$ cat src/rtl/rtc_pkg.sv
// Shared definitions for the RTC bus controller slice: controller states, slot map,
// control-bus bit positions and BCD range limits.
package rtc_pkg;

  typedef enum logic [2:0] {
    ST_RST        = 3'b000,
    ST_INICIALIZA = 3'b001,
    ST_WAITING    = 3'b010,
    ST_LEE        = 3'b011,
    ST_EDITA      = 3'b100
  } rtc_state_e;

  localparam int unsigned N_SLOTS     = 9;
  localparam int unsigned SLOT_SEG    = 0;
  localparam int unsigned SLOT_MIN    = 1;
  localparam int unsigned SLOT_HORA   = 2;
  localparam int unsigned SLOT_DIA    = 3;
  localparam int unsigned SLOT_MES    = 4;
  localparam int unsigned SLOT_ANIO   = 5;
  localparam int unsigned SLOT_T_SEG  = 6;
  localparam int unsigned SLOT_T_MIN  = 7;
  localparam int unsigned SLOT_T_HORA = 8;
  localparam int unsigned POS_IDLE_C  = 9;

  localparam int unsigned CTRL_CS_BIT = 0;
  localparam int unsigned CTRL_RD_BIT = 1;
  localparam int unsigned CTRL_WR_BIT = 2;
  localparam int unsigned CTRL_AD_BIT = 3;

  localparam logic [7:0] LIM_MINSEG = 8'h59;
  localparam logic [7:0] LIM_HORA   = 8'h23;
  localparam logic [7:0] LIM_DIA    = 8'h31;
  localparam logic [7:0] LIM_MES    = 8'h12;
  localparam logic [7:0] LIM_ANIO   = 8'h99;

  function automatic logic [7:0] slot_min(input int unsigned s);
    case (s)
      SLOT_DIA, SLOT_MES: return 8'h01;
      default:            return 8'h00;
    endcase
  endfunction

  function automatic logic [7:0] slot_max(input int unsigned s);
    case (s)
      SLOT_SEG, SLOT_MIN, SLOT_T_SEG, SLOT_T_MIN: return LIM_MINSEG;
      SLOT_HORA, SLOT_T_HORA:                     return LIM_HORA;
      SLOT_DIA:                                   return LIM_DIA;
      SLOT_MES:                                   return LIM_MES;
      default:                                    return LIM_ANIO;
    endcase
  endfunction

  function automatic logic [7:0] slot_reset(input int unsigned s);
    case (s)
      SLOT_DIA, SLOT_MES: return 8'h01;
      default:            return 8'h00;
    endcase
  endfunction

endpackage

$ cat src/rtl/bcd_rango.sv
// Combinational check: byte is packed BCD (both nibbles 0..9) and lies within [min_i, max_i].
module bcd_rango (
  input  logic [7:0] dato_i,
  input  logic [7:0] min_i,
  input  logic [7:0] max_i,
  output logic       ok_o
);

  // For valid BCD, plain binary ordering matches decimal ordering.
  always_comb begin
    ok_o = (dato_i[7:4] <= 4'd9) && (dato_i[3:0] <= 4'd9) &&
           (dato_i >= min_i) && (dato_i <= max_i);
  end

endmodule

$ cat src/rtl/rtc_captura.sv
// Snoops RTC controller read cycles, collects nine BCD bytes into a shadow bank and
// commits them atomically at frame end when complete and in range.
module rtc_captura
  import rtc_pkg::*;
#(
  parameter int unsigned POS_IDLE = POS_IDLE_C,
  parameter int unsigned RD_BIT   = CTRL_RD_BIT
) (
  input  logic       clk,
  input  logic       reset,
  input  logic [2:0] state,
  input  logic [3:0] control,
  input  logic [3:0] posicion,
  input  logic [7:0] dato_in,
  input  logic       ack_alarma,
  output logic [7:0] segundos,
  output logic [7:0] minutos,
  output logic [7:0] horas,
  output logic [7:0] dia,
  output logic [7:0] mes,
  output logic [7:0] anio,
  output logic [7:0] t_seg,
  output logic [7:0] t_min,
  output logic [7:0] t_hora,
  output logic       dato_valido,
  output logic       error_bcd,
  output logic       alarma
);

  rtc_state_e       state_q;
  logic             rd_q;
  logic [8:0]       mask_q, mask_d;
  logic [7:0]       shadow_q [N_SLOTS];
  logic [7:0]       shadow_d [N_SLOTS];
  logic [7:0]       out_q    [N_SLOTS];
  logic [7:0]       out_d    [N_SLOTS];
  logic             dv_q, err_q, err_d, alarm_q, alarm_d;
  logic [8:0]       slot_ok;

  logic             in_lee, prev_lee, frame_start, frame_end;
  logic             rd_rise, pos_ok, capture, commit, reject;
  logic             timer_zero_new, timer_nz_old;
  logic             unused_ctrl;

  assign unused_ctrl = ^control;

  for (genvar g = 0; g < N_SLOTS; g++) begin : g_chk
    bcd_rango u_chk (
      .dato_i (shadow_q[g]),
      .min_i  (slot_min(g)),
      .max_i  (slot_max(g)),
      .ok_o   (slot_ok[g])
    );
  end

  always_comb begin
    in_lee      = (state == ST_LEE);
    prev_lee    = (state_q == ST_LEE);
    frame_start = in_lee && !prev_lee;
    frame_end   = (state == ST_WAITING) && prev_lee;
    rd_rise     = !rd_q && control[RD_BIT];
    pos_ok      = (32'(posicion) != POS_IDLE) && (posicion <= 4'(SLOT_T_HORA));
    capture     = rd_rise && in_lee && pos_ok;
    commit      = frame_end && (&mask_q) && (&slot_ok);
    reject      = frame_end && !commit;

    timer_zero_new = ({shadow_q[SLOT_T_HORA], shadow_q[SLOT_T_MIN], shadow_q[SLOT_T_SEG]} == '0);
    timer_nz_old   = |{out_q[SLOT_T_HORA], out_q[SLOT_T_MIN], out_q[SLOT_T_SEG]};

    // Clearing on frame start and capturing in the same cycle leaves only the new slot set.
    mask_d   = frame_start ? '0 : mask_q;
    shadow_d = shadow_q;
    for (int unsigned i = 0; i < N_SLOTS; i++) begin
      if (capture && (posicion == 4'(i))) begin
        shadow_d[i] = dato_in;
        mask_d[i]   = 1'b1;
      end
    end

    out_d = commit ? shadow_q : out_q;
    err_d = err_q | reject;

    if (commit && timer_zero_new && timer_nz_old) begin
      alarm_d = 1'b1;
    end else if (ack_alarma) begin
      alarm_d = 1'b0;
    end else begin
      alarm_d = alarm_q;
    end
  end

  always_ff @(posedge clk or negedge reset) begin
    if (!reset) begin
      state_q <= ST_RST;
      rd_q    <= 1'b1;
      mask_q  <= '0;
      dv_q    <= 1'b0;
      err_q   <= 1'b0;
      alarm_q <= 1'b0;
      for (int unsigned i = 0; i < N_SLOTS; i++) begin
        shadow_q[i] <= '0;
        out_q[i]    <= slot_reset(i);
      end
    end else begin
      state_q  <= rtc_state_e'(state);
      rd_q     <= control[RD_BIT];
      mask_q   <= mask_d;
      shadow_q <= shadow_d;
      out_q    <= out_d;
      dv_q     <= commit;
      err_q    <= err_d;
      alarm_q  <= alarm_d;
    end
  end

  assign segundos    = out_q[SLOT_SEG];
  assign minutos     = out_q[SLOT_MIN];
  assign horas       = out_q[SLOT_HORA];
  assign dia         = out_q[SLOT_DIA];
  assign mes         = out_q[SLOT_MES];
  assign anio        = out_q[SLOT_ANIO];
  assign t_seg       = out_q[SLOT_T_SEG];
  assign t_min       = out_q[SLOT_T_MIN];
  assign t_hora      = out_q[SLOT_T_HORA];
  assign dato_valido = dv_q;
  assign error_bcd   = err_q;
  assign alarma      = alarm_q;

endmodule

$ cat config.mk
export PLATFORM = sky130hd
export DESIGN_NAME = rtc_captura
export DESIGN_NICKNAME = d
export VERILOG_FILES = /design/src/rtl/rtc_pkg.sv /design/src/rtl/bcd_rango.sv /design/src/rtl/rtc_captura.sv
export SDC_FILE = /design/constraint.sdc
export NUM_CORES = 1
export LEC_CHECK = 0
export CAP_MARGIN = 15
export CORE_MARGIN = 3
export CORE_UTILIZATION = 40
export CTS_CLUSTER_SIZE = 8
export DETAILED_ROUTE_END_ITERATION = 7
export GPL_TIMING_DRIVEN = 0
export PLACE_DENSITY = 0.7
export SLEW_MARGIN = 20
export SYNTH_ARGS = -nofsm -noshare
export SYNTH_HDL_FRONTEND = slang
export SYNTH_SLANG_ARGS = --single-unit
export TNS_END_PERCENT = 100
$ cat constraint.sdc
create_clock -name clk -period 3.1 [get_ports clk]
set_input_delay 0.465 -clock clk [delete_from_list [all_inputs] [get_ports clk]]
set_output_delay 0.465 -clock clk [all_outputs]
set_load 0.01 [all_outputs]
==> flow_summary.json <==
{
  "status": "finished, final reports clean",
  "postCtsHoldBufs": 0,
  "tns_ns": 0,
  "pre_cts_ws_ns": 0.4213,
  "synthAdderAreaFrac_pct": 0,
  "post_route_cells_drive_above_1_share_pct": 31.65,
  "critical_path_class": "reg -> reg",
  "ant_nets": 0,
  "final_core_util_pct": 53.79,
  "cts_root_buf": "clkbuf_16",
  "grt_usage_pct": 17.52,
  "die_area_um2": 17790,
  "ys_ff_latch": 160,
  "route.detailed.drc": 0,
  "synth_top_family_by_area": "multiplexers",
  "initial_utilization_pct": 41.76,
  "fin_area_um2": 8359,
  "startpoint_type": "flop",
  "max_freq_mhz": 432.4,
  "drt_first_pass_iters": 4,
  "setup_violations": 0,
  "muxShareOfSynthArea_pct": 25.34,
  "die-width_um": 133.4,
  "yosysUniqueCellTypes": 38,
  "clock_skew_ns": 0.01196,
  "rsz0062_at_grt": "false",
  "clk-insertion-delay-late_ns": 0.43,
  "overflow": 0,
  "grt_antenna_before_repair": 0,
  "cts_sinks": 160,
  "synth_edf_count": 0,
  "nets": 565,
  "crit_chain": "o21ai_0 > nand4_1 > nor4_1 > nand4_1 > buf_6 > buf_8 > mux2_4",
  "clockBufferDepth": 2,
  "place.gp.congestion": 0.8689,
  "syn_inst": 430,
  "critPathArrivalTime_ns": 2.62,
  "crit_fanout": 10,
  "ff2ff_setup_slack_ns": 0.79,
  "synth.top_cell.area_share_pct": 60.55,
  "viasPerCell": 5.183,
  "synth_top_cell_by_area": "dfrtp_1",
  "synth_compound_area_share_pct": 1.909,
  "synth_ff_type": "dfrtp_1",
  "end_kind": "flop",
  "ys_seq_area_share_pct": 61.76,
  "ys_top_cells_by_area": "dfrtp_1 61%, mux2_2 15%, mux2_4 10%",
  "grt_pass1_vias": 4110,
  "p_leak_nw": 4.133,
  "wl_um": 14970,
  "worst_pin_slew_ns": 0.7853,
  "yosys_warnings": 0,
  "hold_viol_final": 0,
  "h-tree-depth": 4,
  "synthSimpleGateAreaFrac_pct": 9.391,
  "synth_nets": 452,
  "rows": 45,
  "synthArstFlopShare_pct": 100.0,
  "cp_top_family": "simple AND/OR/NAND/NOR gates",
  "hpwl_um": 10160,
  "maxSlewViolCount": 0,
  "p_per_area_nw_per_um2": 555.1,
  "synthXorXnorAreaFrac_pct": 0,
  "min_period_over_period_pct": 74.60,
  "min_path_type": "in -> async",
  "tritoncts": "done",
  "pin_count": 97,
  "grt_max_degree": 87,
  "area_delta_synth_final_pct": 28.83,
  "vdd_drop_max_uv": 378.2,
  "cts_buffers": 17,
  "critical_path.most_common_cell": "nand4_1",
  "core_um2": 15540,
  "cts_setup_buffers": 0,
  "maxCapViolCount": 0,
  "dr_total_vias": 3975,
  "portBuffers": 93,
  "power.total_w": 0.004640,
  "post-route-min-period_ns": 2.313,
  "worst-path-buf-inv": 2,
  "maxSlewHeadroom_pct": 47.36,
  "die_y_um": 133.4,
  "critPathRequiredTime_ns": 3.40,
  "syn_avg_cell_area_um2": 15.09,
  "wl_per_cell_um": 19.52,
  "clk_pin_slew_ns": 0.06,
  "drt_iter0_markers": 234,
  "n_antenna_cell": 0,
  "cts_resized": 0,
  "netlist_area_um2": 6489,
  "postLayoutSetupSlackWorst_ns": 0.7873,
  "grt_first_pass_wirelength_um": 23560,
  "placed_area_um2": 7716,
  "cpPeakStageDelay_ns": 0.48,
  "crit_slowest_cell": "o21ai_0"
}
cell usage after synthesis (2+ instances only):
library cell / number
nand2_1: 26
and3b_1: 2
clkbuf_1: 2
buf_2: 2
a21o_1: 2
nor2_1: 9
nor4_1: 16
buf_6: 2
buf_8: 4
dfstp_2: 3
or4_1: 2
and2_1: 13
nor2b_1: 3
a21oi_1: 2
o21ai_0: 10
nand4b_1: 5
mux2_2: 86
nor3_1: 5
mux2_4: 45
nand4_1: 12
dfrtp_1: 157
nand3_1: 6
cells by family (layout without fill, tap and decap cells):
kind of cell / Yosys count / after routing
muxes: 131 / 131
DFF: 160 / 160
AOI/OAI and AO/OA: 20 / 20
and+or+nand+nor: 108 / 108
buffers and inverters: 11 / 137
power by group:
group          switching [W]  internal [W]
registers          0.0000454       0.00214
clock network       0.000806       0.00144
logic               0.000117     0.0000937
placed cells by master (no fill, tap or decap), types with 5 or more instances in the layout:
cell	count
buf_8	5
and2_1	13
mux2_2	86
nand4b_1	5
nand2_1	26
nand3_1	6
nor3_1	5
nor4_1	16
clkdlybuf4s50_1	92
nor2_1	9
clkbuf_1	5
o21ai_0	10
clkbuf_16	17
nand4_1	12
dfrtp_1	157
mux2_4	45
layer usage:
metal  wire (um)  vias up  track usage, %
li1            -     1803               -
met5           0        -               0
met3         878       20           4.607
met2        7022      116           27.51
met1        6845     2036           23.92
met4         225        0           5.600
area by class of cell:
class / count / area [um2]
Buffer: 10 / 100.1
Clock buffer: 24 / 491.7
Clock inverter: 8 / 151.4
Fill cell: 1321 / 7181
Inverter: 1 / 3.754
Multi-Input combinational cell: 259 / 2377
Sequential cell: 160 / 4008
Tap cell: 211 / 264.0
Timing Repair Buffer: 94 / 963.4
worst paths after layout:
path / startpoint / to / depth (start not counted)
setup / recovery: shadow_q[17] / t_seg[2] / 7
hold / removal: reset / t_seg[0] / 1
setup reg to reg: shadow_q[17] / t_seg[2] / 7
hold reg to reg: mes[6] / mes[6] / 1
max in group asynchronous: reset / rd_q / 2
min in group clk: mes[6] / mes[6] / 1
metrics by stage:
stage / hold slack [ns] / instances
after CTS: 0.02839 / 767
after detailed placement: 0.4683 / 735
final: 0.01607 / 767
after global routing: 0.05074 / 767
after floorplan: 0.1694 / 430
after global placement: 0.4690 / 734
registers in the layout, summed over array words and instances (netlist names):
name,count
alarma,1
anio,8
dato_valido,1
dia,8
error_bcd,1
horas,8
mask_q,9
mes,8
minutos,8
rd_q,1
segundos,8
shadow_q,72
state_q,3
t_hora,8
t_min,8
t_seg,8
Power figures use the tool's default switching activity.
